**config.mk**
```make
export PLATFORM = sky130hd
export DESIGN_NAME = mux_alu_pipe
export DESIGN_NICKNAME = d
export VERILOG_FILES = /design/src/rtl/mux_alu_pipe.sv
export SDC_FILE = /design/constraint.sdc
export NUM_CORES = 1
export LEC_CHECK = 0
export BUFFER_PORTS_ARGS = -buffer_cell sky130_fd_sc_hd__buf_4
export CAP_MARGIN = 20
export CORE_ASPECT_RATIO = 1.2
export CORE_MARGIN = 4
export CORE_UTILIZATION = 30
export CTS_CLUSTER_SIZE = 12
export DETAILED_ROUTE_END_ITERATION = 7
export PLACE_DENSITY_LB_ADDON = 0.05
export SLEW_MARGIN = 20
export SYNTH_ARGS = -nofsm -noshare
export SYNTH_HDL_FRONTEND = slang
export SYNTH_SLANG_ARGS = --single-unit
```
**constraint.sdc**
```tcl
create_clock -name clk -period 4 [get_ports clk]
set_clock_uncertainty 0.2 [all_clocks]
set_input_delay 0.4 -clock clk [delete_from_list [all_inputs] [get_ports clk]]
set_output_delay 0.4 -clock clk [all_outputs]
set_load 0.01 [all_outputs]
```
**src/rtl/mux_alu_pipe.sv**
```systemverilog
// Two-stage operand-select + ALU pipeline with valid/ready on both sides.
// Stage 1 latches the selected operands, stage 2 latches the WIDTH+1-bit result.
module mux_alu_pipe #(
  parameter int WIDTH = 32,
  parameter int N_IN  = 4,
  parameter int CNT_W = 16,
  localparam int SEL_W = $clog2(N_IN)
) (
  input  logic                    clk,
  input  logic                    rst,
  input  logic                    in_valid,
  output logic                    in_ready,
  input  logic [N_IN*WIDTH-1:0]   in_data,
  input  logic [SEL_W-1:0]        sel_a,
  input  logic [SEL_W-1:0]        sel_b,
  input  logic [2:0]              op,
  output logic                    out_valid,
  input  logic                    out_ready,
  output logic [WIDTH:0]          out,
  output logic [CNT_W-1:0]        txn_count
);

  localparam logic [2:0] OP_ADD  = 3'd0;
  localparam logic [2:0] OP_SUB  = 3'd1;
  localparam logic [2:0] OP_AND  = 3'd2;
  localparam logic [2:0] OP_OR   = 3'd3;
  localparam logic [2:0] OP_XOR  = 3'd4;
  localparam logic [2:0] OP_PASS = 3'd5;
  localparam logic [2:0] OP_INC  = 3'd6;
  localparam logic [2:0] OP_LTU  = 3'd7;

  logic [WIDTH-1:0] operand [N_IN];

  logic             s1_valid_reg;
  logic [WIDTH-1:0] a_reg;
  logic [WIDTH-1:0] b_reg;
  logic [2:0]       op_reg;

  logic             out_valid_reg;
  logic [WIDTH:0]   out_reg;
  logic [CNT_W-1:0] txn_count_reg;

  logic             s1_ready;
  logic             s2_ready;
  logic [WIDTH:0]   result_next;
  logic [WIDTH:0]   x;
  logic [WIDTH:0]   y;

  genvar gi;
  generate
    for (gi = 0; gi < N_IN; gi++) begin : g_unpack
      assign operand[gi] = in_data[gi*WIDTH +: WIDTH];
    end
  endgenerate

  // Ready depends only on registered state and out_ready, never on in_valid.
  assign s2_ready  = !out_valid_reg || out_ready;
  assign s1_ready  = !s1_valid_reg || s2_ready;
  assign in_ready  = s1_ready;
  assign out_valid = out_valid_reg;
  assign out       = out_reg;
  assign txn_count = txn_count_reg;

  assign x = {1'b0, a_reg};
  assign y = {1'b0, b_reg};

  always_comb begin
    result_next = '0;
    case (op_reg)
      OP_ADD:  result_next = x + y;
      OP_SUB:  result_next = x - y;
      OP_AND:  result_next = {1'b0, a_reg & b_reg};
      OP_OR:   result_next = {1'b0, a_reg | b_reg};
      OP_XOR:  result_next = {1'b0, a_reg ^ b_reg};
      OP_PASS: result_next = x;
      OP_INC:  result_next = x + (WIDTH+1)'(1);
      OP_LTU:  result_next = (WIDTH+1)'(a_reg < b_reg);
      default: result_next = '0;
    endcase
  end

  // Operand/op capture is gated by the input handshake only, so it needs no reset.
  always_ff @(posedge clk) begin
    if (in_valid && s1_ready) begin
      a_reg  <= operand[sel_a];
      b_reg  <= operand[sel_b];
      op_reg <= op;
    end
  end

  always_ff @(posedge clk) begin
    if (rst) begin
      s1_valid_reg  <= 1'b0;
      out_valid_reg <= 1'b0;
      out_reg       <= '0;
      txn_count_reg <= '0;
    end else begin
      if (s1_ready) begin
        s1_valid_reg <= in_valid;
      end
      if (s2_ready) begin
        out_valid_reg <= s1_valid_reg;
        if (s1_valid_reg) begin
          out_reg <= result_next;
        end
      end
      if (out_valid_reg && out_ready) begin
        txn_count_reg <= txn_count_reg + CNT_W'(1);
      end
    end
  end

endmodule

```
==> results_dict.tcl <==
set metrics [dict create \
    routabilityCongestion 0.8902 \
    max_slew_margin 0.3561 \
    route.detailed.drc 0 \
    largest_reg_flops 33 \
    grt_use_total 0.1975 \
    cts_tree "done" \
    netlist_instances 1276 \
    num_io_pins 190 \
    cp_data_arrival_time_ns 3.89 \
    synth_area_um2 11490 \
    mostFrequentLayoutCell "buf_4" \
    route.vias.total 10530 \
    dieArea_um2 41520 \
    hpwl_mm 32.83 \
    cts.reportedPaths.clkPinSlew_ns 0.06 \
    viasPerCell 5.372 \
    dpl_worst_slack_ns 0.09534 \
    clk_latency_ns 0.43 \
    grt_pass1_vias 10454 \
    power_frac_comb 0.366 \
    yosys.cell_types.count 70 \
    area_delta_synth_final_pct 24.49 \
    postRouteAntennaNets 0 \
    seqPwrFrac 0.307 \
    port_buffers 189 \
    grt_pass1_wl_mm 63.71 \
    clock_sinks 118 \
    fin_ws_ns 0.1985 \
    rsz0062_at_grt "false" \
    start_util 0.3035 \
    hold_class "primary input to register" \
    drt-initial-drc-count 748 \
    finalHoldViolCount 0 \
    p_total_uw 4849 \
    antenna_cells 0 \
    grt_antenna_before_repair 0 \
    postRouteWirelength_mm 41.51 \
    synth_ff_type "edfxtp_1" \
    ir_drop_mv 0.2882 \
    wire_per_inst_um 21.18 \
    overflow 0 \
    crit_type "register to register" \
    fin_nets 1737 \
    drt_first_pass_iters 5 \
    drive_above_1_share 0.2412 \
    fin_util 0.3778 \
    syn-num-nets 1546 \
    finalSetupViolCount 0 \
    timing.final.crit_period_ns 3.801 \
    crit_required_ns 4.09 \
    yosysSeqAreaShare 0.2639 \
    p_switching_uw 1691 \
    ys_seq_elements 118 \
    max_freq_mhz 263.1 \
    grt_max_degree 68 \
    numCtsBuffers 17 \
    postCtsSetupBuffers 0 \
    rows 78 \
    die_w_um 186.7 \
    crit_path_max_fanout 32 \
    h-tree-depth 4 \
    outcome "finished, final reports clean" \
    maxCapViolCount 0 \
    slew_viol_final 0 \
    yosys_warnings 0 \
    ys_async_sr_fraction 0 \
    die_y_um 222.4 \
    start_kind "register" \
    instances_no_fill 1960 \
    p_clk_frac 0.328 \
    core_um2 37870 \
    fin_crit_sh 0.9504 \
    powerDensity_nw_per_um2 338.9 \
    p_int_uw 3158 \
    worstMarginPinSlew_ns 0.9658 \
    place_inst 1924 \
    switching_share 0.3486 \
    power_leakage_uw 0.006028 \
    clock_tree.buffer_depth 2 \
    end_kind "register" \
    mostFrequentLayoutCells "buf_4, ha_1, inv_1" \
    tns_ns 0 \
    synth-edff-count 67 \
    syn_avg_cell_area_um2 9.006 \
    root_buffer "clkbuf_16" \
]
-- cell type report --
| type | count | area (um2) |
|---|---|---|
| clock buffer | 25 | 506.7 |
| tap | 480 | 600.6 |
| timing repair buffer | 241 | 1832 |
| fill | 3849 | 23560 |
| multi-input combinational | 972 | 7801 |
| inverter | 117 | 439.2 |
| sequential | 118 | 3033 |
| clock inverter | 7 | 93.84 |
-- per-stage QoR --
| stage | hold WS [ns] | instance area [um2] |
|---|---|---|
| finish | 0.1141 | 14310 |
| global route | 0.1468 | 14310 |
| CTS | 0.09198 | 14270 |
| detailed placement | 0.2488 | 13630 |
| global placement | 0.2471 | 13630 |
| floorplan | 0.2762 | 11490 |
-- layer usage --
layer,global-route usage,up-vias,wire (um)
met3,0.03441,55,2326
met4,0.06514,0,1037
met2,0.2882,369,17370
met1,0.2948,5003,20780
met5,0,-,0
li1,-,5103,-
-- cell usage after synthesis, drive strengths merged (4+ instances only) --
cell / number / share of area
ha: 129 / 0.14
inv: 117 / 0.038
nor2: 112 / 0.037
a21oi: 110 / 0.048
nand2: 77 / 0.025
o21ai: 76 / 0.033
edfxtp: 67 / 0.18
mux4: 64 / 0.13
clkbuf: 57 / 0.019
dfxtp: 51 / 0.089
and2: 38 / 0.021
nor3: 34 / 0.015
xnor2: 34 / 0.026
a211oi: 25 / 0.017
a221oi: 17 / 0.013
xor2: 17 / 0.013
a21o: 14 / 0.0091
nand3: 13 / 0.0057
nor2b: 13 / 0.0071
o22ai: 13 / 0.0071
buf: 12 / 0.0039
nand2b: 12 / 0.0065
o21bai: 11 / 0.0072
o221ai: 11 / 0.0084
o31ai: 11 / 0.0076
or3: 11 / 0.0060
a31oi: 10 / 0.0067
nand4: 10 / 0.0054
nor4: 10 / 0.0065
mux2i: 9 / 0.0078
a2111oi: 8 / 0.0066
o211ai: 8 / 0.0052
a221o: 7 / 0.0061
a311oi: 6 / 0.0051
nor3b: 6 / 0.0039
o21a: 6 / 0.0039
and3: 5 / 0.0027
a211o: 4 / 0.0030
nand3b: 4 / 0.0026
o311ai: 4 / 0.0037
-- worst max-delay path: stages, from the launching register on --
cell and delay, ns:
edfxtp_1 0.37, nand3b_1 0.22, buf_12 0.20, and2_1 0.20, ha_1 0.34, a21oi_1 0.26
nand2_1 0.15, o211ai_1 0.32, a211oi_1 0.13, buf_4 0.17, o41a_1 0.40, xor2_1 0.18
a221oi_2 0.40, nor3_1 0.09
-- repair_timing --
item                                    4_1_cts  5_1_grt
gates resized for setup                       0        8
endpoints found under the setup margin        0        6
hold endpoints to repair                      4        0
hold buffers                                  4        0
-- final timing paths --
kind | cells past startpoint | start | slack, ns | end
max | 13 | op_reg[0]$_DFFE_PP_ | 0.20 | out[25]$_SDFFE_PP0P_
min | 4 | out_ready | 0.11 | out_valid$_SDFFE_PP0P_
max reg2reg | 13 | op_reg[0]$_DFFE_PP_ | 0.20 | out[25]$_SDFFE_PP0P_
min reg2reg | 2 | out[7]$_SDFFE_PP0P_ | 0.25 | out[7]$_SDFFE_PP0P_
-- power by group through the flow --
| stage | combinational [uW] | sequential [uW] | clock [uW] |
|---|---|---|---|
| 6_report | 1770 | 1490 | 1590 |
| 5_1_grt | 1950 | 1500 | 1700 |
| 4_1_cts | 1760 | 1490 | 1640 |
| 3_5_place_dp | 1740 | 1510 | 0 |
| 3_3_place_gp | 1760 | 1510 | 0 |
| 2_1_floorplan | 1140 | 1480 | 0 |
-- logic make-up (layout without fill, tap and decap cells) --
group,after synthesis,after routing,synth area share
AO/OA/AOI/OAI,365,365,0.2103
flip-flops,118,118,0.2639
XOR/XNOR,51,51,0.03887
AND/OR/NAND/NOR,351,351,0.1480
adder cells (fa/ha/maj),131,131,0.1439
buffers and inverters,186,390,0.06075
multiplexers,74,74,0.1342
No activity file was read; power rests on OpenSTA's default activity.
